$ cat src/rtl/wire_ops_arbiter.sv
// Round-robin arbiter sharing one registered wire-ops ALU (AND/XOR) between NUM_REQ requesters.
// Optional per-requester saturating grant counters are enabled by defining WIRE_OPS_ARB_STATS_EN.
module wire_ops_arbiter #(
    parameter int NUM_REQ = 4,
    parameter int WIDTH   = 8,
    parameter int ID_W    = 2
) (
    input  logic                     sys_clk,
    input  logic                     sys_rst,
    input  logic [NUM_REQ-1:0]       req_valid,
    output logic [NUM_REQ-1:0]       req_ready,
    input  logic [NUM_REQ*WIDTH-1:0] req_a,
    input  logic [NUM_REQ*WIDTH-1:0] req_b,
    input  logic [NUM_REQ-1:0]       req_sel,
    output logic                     rsp_valid,
    input  logic                     rsp_ready,
    output logic [WIDTH-1:0]         rsp_y,
    output logic [ID_W-1:0]          rsp_id
`ifdef WIRE_OPS_ARB_STATS_EN
    ,
    output logic [NUM_REQ*16-1:0]    stat_grants
`endif
);

    logic             rsp_valid_q, rsp_valid_d;
    logic [WIDTH-1:0] rsp_y_q, rsp_y_d;
    logic [ID_W-1:0]  rsp_id_q, rsp_id_d;
    logic [ID_W-1:0]  rr_ptr_q, rr_ptr_d;

    logic [WIDTH-1:0] a_arr [NUM_REQ];
    logic [WIDTH-1:0] b_arr [NUM_REQ];
    logic [ID_W-1:0]  winner;
    logic             found;
    logic             can_accept;
    logic             grant_en;
    logic [WIDTH-1:0] alu_y;

    for (genvar gi = 0; gi < NUM_REQ; gi++) begin : g_unpack
        assign a_arr[gi] = req_a[gi*WIDTH +: WIDTH];
        assign b_arr[gi] = req_b[gi*WIDTH +: WIDTH];
    end

    // Scan from rr_ptr upward, wrapping modulo NUM_REQ (which need not be a power of two).
    always_comb begin
        logic [ID_W:0] idx_w;
        winner = '0;
        found  = 1'b0;
        idx_w  = '0;
        for (int k = 0; k < NUM_REQ; k++) begin
            idx_w = {1'b0, rr_ptr_q} + (ID_W+1)'(k);
            if (idx_w >= (ID_W+1)'(NUM_REQ)) begin
                idx_w = idx_w - (ID_W+1)'(NUM_REQ);
            end
            if (!found && req_valid[idx_w[ID_W-1:0]]) begin
                found  = 1'b1;
                winner = idx_w[ID_W-1:0];
            end
        end
    end

    assign can_accept = !rsp_valid_q || rsp_ready;
    // Gating with sys_rst keeps every req_ready low while reset is held.
    assign grant_en   = found && can_accept && sys_rst;

    for (genvar gi = 0; gi < NUM_REQ; gi++) begin : g_ready
        assign req_ready[gi] = grant_en && (winner == ID_W'(gi)) && req_valid[gi];
    end

    assign alu_y = req_sel[winner] ? (a_arr[winner] & b_arr[winner])
                                   : (a_arr[winner] ^ b_arr[winner]);

    always_comb begin
        rsp_valid_d = rsp_valid_q;
        rsp_y_d     = rsp_y_q;
        rsp_id_d    = rsp_id_q;
        rr_ptr_d    = rr_ptr_q;
        if (grant_en) begin
            rsp_valid_d = 1'b1;
            rsp_y_d     = alu_y;
            rsp_id_d    = winner;
            rr_ptr_d    = (winner == ID_W'(NUM_REQ-1)) ? '0 : winner + 1'b1;
        end else if (rsp_ready) begin
            rsp_valid_d = 1'b0;
        end
    end

    always_ff @(posedge sys_clk or negedge sys_rst) begin
        if (!sys_rst) begin
            rsp_valid_q <= 1'b0;
            rsp_y_q     <= '0;
            rsp_id_q    <= '0;
            rr_ptr_q    <= '0;
        end else begin
            rsp_valid_q <= rsp_valid_d;
            rsp_y_q     <= rsp_y_d;
            rsp_id_q    <= rsp_id_d;
            rr_ptr_q    <= rr_ptr_d;
        end
    end

    assign rsp_valid = rsp_valid_q;
    assign rsp_y     = rsp_y_q;
    assign rsp_id    = rsp_id_q;

`ifdef WIRE_OPS_ARB_STATS_EN
    for (genvar gi = 0; gi < NUM_REQ; gi++) begin : g_stats
        logic [15:0] grants_q;
        always_ff @(posedge sys_clk or negedge sys_rst) begin
            if (!sys_rst) begin
                grants_q <= '0;
            end else if (req_ready[gi] && (grants_q != 16'hFFFF)) begin
                grants_q <= grants_q + 16'd1;
            end
        end
        assign stat_grants[gi*16 +: 16] = grants_q;
    end
`endif

endmodule
$ cat config.mk
export PLATFORM = sky130hd
export DESIGN_NAME = wire_ops_arbiter
export DESIGN_NICKNAME = d
export VERILOG_FILES = /design/src/rtl/wire_ops_arbiter.sv
export SDC_FILE = /design/constraint.sdc
export NUM_CORES = 1
export LEC_CHECK = 0
export BUFFER_PORTS_ARGS = -buffer_cell sky130_fd_sc_hd__buf_2
export CORE_MARGIN = 2
export CORE_UTILIZATION = 40
export DETAILED_ROUTE_END_ITERATION = 12
export GPL_TIMING_DRIVEN = 0
export PLACE_DENSITY = 0.76
export SETUP_SLACK_MARGIN = 0.3
export SYNTH_ARGS = -nofsm -noshare
export SYNTH_HDL_FRONTEND = slang
export SYNTH_SLANG_ARGS = --single-unit
$ cat constraint.sdc
create_clock -name sys_clk -period 3.2 [get_ports sys_clk]
set_input_delay 0.32 -clock sys_clk [delete_from_list [all_inputs] [get_ports sys_clk]]
set_output_delay 0.32 -clock sys_clk [all_outputs]
set_load 0.005 [all_outputs]
# == Word level (Yosys, flattened, before mapping) ==
# Cells that the tools add are included.
# classes
n_addsub,8
order_cmp,10
n_eq_ne,3
muxes,32
bitwise,3
reduce_logical,20
# op_table
operator,count
$mux 8,5
$bmux 8 s2,2
$mux 2,9
$lt 2x3->1 const B,5
$logic_and 1x1->1,13
$ge 3x3->1 const B,4
$mux 1,11
$bmux 1 s2,5
$and 8x8->8,1
$sub 2x1->2 const B,4
$xor 8x8->8,1
$add 2x2->3 const B,2
$eq 2x2->1 const B,2
$logic_not 1->1,4
$add 2x1->3 const B,1
$ge 2x3->1 const B,1
$not 2->3,1
$add 2x1->2 const B,1
$eq 2x1->1 const B,1
$logic_not 2->1,1
$reduce_bool 2->1,1
$logic_or 1x1->1,1
# totals
regBits,13
inputBits,75
out_inout_bits,15
word_cells,80

# == Logic depth before layout (Yosys ltp) ==
# depth
ltp_word,20
mapped_depth,12
mapped_depth_nobuf,10

# == Worst setup path after synthesis ==
# No wires, ideal clock.
# synth_timing
path_type,reg2reg
from,register rr_ptr_q[1]
to,register rsp_y_q[5] (netlist: rsp_y[5])
t_arrival_ns,2.199
t_required_ns,3.071
slack_ns,0.872
path_stages_with_launch,13
n_path_buf,2
path_cell_list,dfrtp_1 buf_4 nand2b_1 a21oi_1 nor2_4 inv_2 clkbuf_1 nand2_1 and3_1 a31oi_1 ha_1 nor3_1 a211oi_2
# synth_between
elab_chain_cells,20
word_cells_on_any_way,51
classes_between,7 x add/sub; 4 x order compare; 29 x mux; 3 x bitwise; 8 x reduce/logical
# synth_rtl
element,line_no,text
"start, declared",28,"logic [ID_W-1:0] rr_ptr_q, rr_ptr_d;"
"start signal, assigned",97,rr_ptr_q <= rr_ptr_d;
branches (longest 20 deep; another with $add 2x1->3),-,
"end signal, assigned",95,rsp_y_q <= rsp_y_d;
"end, declared",26,"logic [WIDTH-1:0] rsp_y_q, rsp_y_d;"
# Several ways; the timed one is not identified. The select of a mux whose other input is x is not followed.
# A chain may end at the register's enable or synchronous reset.

# == Worst setup path in the final report ==
# Ends and elaborated chain as after synthesis.

==> metrics.md <==
| Metric | Value |
|---|---|
| Worst path cell trace | `buf_4 -> nand2b_1 -> a21oi_1 -> nor2_4 -> inv_2 -> clkbuf_1 -> nand2_1 -> and3_1 -> a31oi_1 -> ha_1 -> nor3_1 -> a211oi_2` |
| Pwr per Cell Area | `between 600 and 700 nW/um^2` |
| Core area | `~3400 sq um` |
| DRT Wirelength | `4190 um` |
| CP Class | `flip-flop to flip-flop` |
| Fraction of layout cells with a size suffix above 1 | `between 30% and 40%` |
| Via density | `4.96` |
| CP Capture Type | `flip-flop` |
| Comb pwr share | `a little over two thirds` |
| Slew @ Worst Pin | `515 ps` |
| Gr usage total | `roughly a fifth` |
| Clock latency on the worst-skew pair | `~270 ps` |
| Pin count of the biggest net entering global routing | `15` |
| Overall die width | `roughly 63 um` |
| Clock power share | `under 10%` |
| Layout Utilization | `57.8%` |
| Max-Cap Viols | `0` |
| Vias | `1696` |
| CTS Root Cell | `clkbuf_4` |
| CTS tree | `built` |
| Slowest library cell on the worst path | `clkbuf_1` |
| Post-route insts no fill | `between 300 and 400` |
| Die area | `approximately 4000 sq um` |
| Htree depth | `1` |
| Count leader, synth | `nand2_1` |
| Port Buffer Count | `between 80 and 90` |
| Static Leak | `~0.0011 uW` |
| Rows | `21` |
| Fin crit period | `roughly 2600 ps` |
| DRT iter0 DRCs | `92` |
| # clock sinks | `13` |
| Mapped Avg Cell Area | `between 6 and 7 sq um` |
| Final ANT Viol Nets | `0` |
| Syn Std Cell Area | `around 1400 sq um` |
| Class of the worst hold path | `primary input to flip-flop` |
| Nets | `around 380` |
| Area grow syn2layout | `38.6%` |
| Count of cell types in the netlist | `28` |
| Post-DR wirelength/cell | `12.3 um` |
| Int Pwr | `around 650 uW` |
| Status | `finished clean` |
| Vias in the first global route | `approximately 1500` |
| Crit Path Max Fanout | `10` |
| Synth Register Bits | `13` |
| Fmax | `about 380 MHz` |
| Slowest Stage Delay on Critical Path | `around 380 ps` |
| Setup Buffers After CTS | `0` |
| Post-synth EDFFs | `0` |
| Worst-path clk slew | `around 70 ps` |
| Yosys top cell area share | `between 20% and 30%` |
| RD Place Congestion | `approximately 0.8` |
| Post-detail-place hpwl | `about 3400 um` |
| # setup viols final | `0` |
| Switch Pwr | `between 500 and 600 uW` |
| DP Area | `approximately 1900 sq um` |
| Synth Flop Type | `dfrtp_1` |
| Synth area leader | `dfrtp_1` |
| Cells after Synth | `approximately 200` |
| RSZ-0062 raised after global routing | `no` |
| Worst VDD drop | `roughly 0.00032 V` |
| Asr flop ratio synth | `100%` |
| DRC errors left | `0` |
| CP Launch Type | `flip-flop` |
| Ant. Diodes | `0` |
| Number of placed I/O pins | `90` |
| CP arrival | `2790 ps` |
| Chip height | `roughly 63 um` |
| Flop pwr share | `22.7%` |
| Sequential-to-total area share from yosys stat | `23.2%` |
| Commonest cells in the netlist | `nand2_1, and3_1, nor2_1` |
| Slew Limit Fails | `0` |
| Congestion Overflow GR | `0` |
| Num CTS Buffers | `3` |
| Final Cycle Share | `between 80% and 90%` |
| Skew final | `1.71 ps` |
| Syn_nets | `~290` |
| Placed Instances | `337` |
| Initial antenna violation count | `0` |
| Worst Path Required | `about 3400 ps` |
| Worst rel slew slack | `around 66%` |
| First-pass GRT wire length | `6710 um` |
| Initial Util | `roughly two fifths` |
| Initial DRT Pass Iterations | `4` |
| Setup TNS | `0 ps` |
| Finished Cell Area | `slightly below 2000 sq um` |
| Largest cells by area after synthesis | `dfrtp_1, nand2_1, ha_1, and3_1, a211oi_2` |
| Hold Fails Final Rpt | `0` |
| Sw Share | `roughly 46%` |
| Synth warn | `0` |
| Max clock buf depth | `2` |
stage by stage:
stage                     setup slack [ps]  power, uW  hold WS [ps]
after global placement                 477       1100           217
after floorplan                        872        850          24.4
after detailed placement               435       1110           223
final                                  560       1200           342
after global routing                   345       1340           370
after CTS                              422       1210           342
critical path, delay by kind of cell (launching register included):
| kind | cells | cell delay [ps] |
|---|---|---|
| compound gates | 3 | 480 |
| buf+inv | 3 | 670 |
| flops | 1 | 360 |
| simple gates | 5 | 750 |
| fa+ha+maj | 1 | 260 |
sequential cells by signal (all words and copies together), names as in the netlist:
name / cells
rsp_y: 8
rr_ptr_q: 2
rsp_id: 2
rsp_valid: 1
final timing paths:
path / startpoint / end / slack, ps / depth (start not counted)
max: rr_ptr_q[1]$_DFFE_PN0N_ / rsp_y[5]$_DFFE_PN0N_ / 560 / 12
min: rsp_ready / rsp_valid$_DFFE_PN0P_ / 340 / 3
max reg2reg: rr_ptr_q[1]$_DFFE_PN0N_ / rsp_y[5]$_DFFE_PN0N_ / 560 / 12
min reg2reg: rsp_id[0]$_DFFE_PN0N_ / rsp_id[0]$_DFFE_PN0N_ / 490 / 1
max in group asynchronous: sys_rst / rr_ptr_q[0]$_DFFE_PN0N_ / 2520 / 2
min in group asynchronous: sys_rst / rsp_valid$_DFFE_PN0P_ / 450 / 2
layer usage:
| metal | vias to the layer above | share of wire [%] | track usage (%) |
|---|---|---|---|
| met5 | - | 0 | 0 |
| met4 | 0 | 0.95 | 5.43 |
| met3 | 4 | 6.0 | 2.86 |
| met2 | 56 | 46 | 32.3 |
| met1 | 749 | 47 | 29.6 |
| li1 | 887 | - | - |
final cells by class:
cell class | instances | area [sq um]
Fill cell | 358 | 1420
Multi-Input combinational cell | 172 | 1000
Timing Repair Buffer | 90 | 455
Sequential cell | 13 | 325
Buffer | 14 | 66.3
Tap cell | 46 | 57.6
Clock buffer | 4 | 26.3
Inverter | 3 | 11.3
cell usage in the layout (no fill, tap or decap), types with 2 or more instances in the layout:
cell type	instances
nor2_1	19
a21oi_1	3
inv_2	2
dfrtp_1	13
nor3_1	7
a211oi_2	8
a31oi_1	16
nand2_1	71
nor3_2	2
and3_1	20
buf_2	90
ha_1	12
clkbuf_1	10
nand2b_1	4
clkbuf_4	3
repair_timing:
action	CTS	global route
hold buffers	1	0
gates resized for setup	1	3
hold endpoints to repair	13	0
endpoints found under the setup margin	1	5
pin swaps	0	0
cell families (layout without fill, tap and decap cells):
| kind of cell | count (synthesis) | count (layout) | share of synthesized area, % |
|---|---|---|---|
| buffers and inverters | 17 | 111 | 5.35 |
| AND/OR/NAND/NOR | 125 | 125 | 39.9 |
| AO/OA/AOI/OAI | 33 | 33 | 18.5 |
| multiplexers | 2 | 2 | 2.32 |
| flip-flops | 13 | 13 | 23.2 |
| adder cells (fa/ha/maj) | 12 | 12 | 10.7 |
power by group through the flow:
stage / Sequential, uW / Clock (uW) / Combinational (uW)
after floorplan: 279 / 0 / 571
after detailed placement: 276 / 0 / 830
after global placement: 278 / 0 / 819
after global routing: 281 / 107 / 950
after CTS: 274 / 99.9 / 840
final: 273 / 95.4 / 835
(Power assumes the default switching activity.)
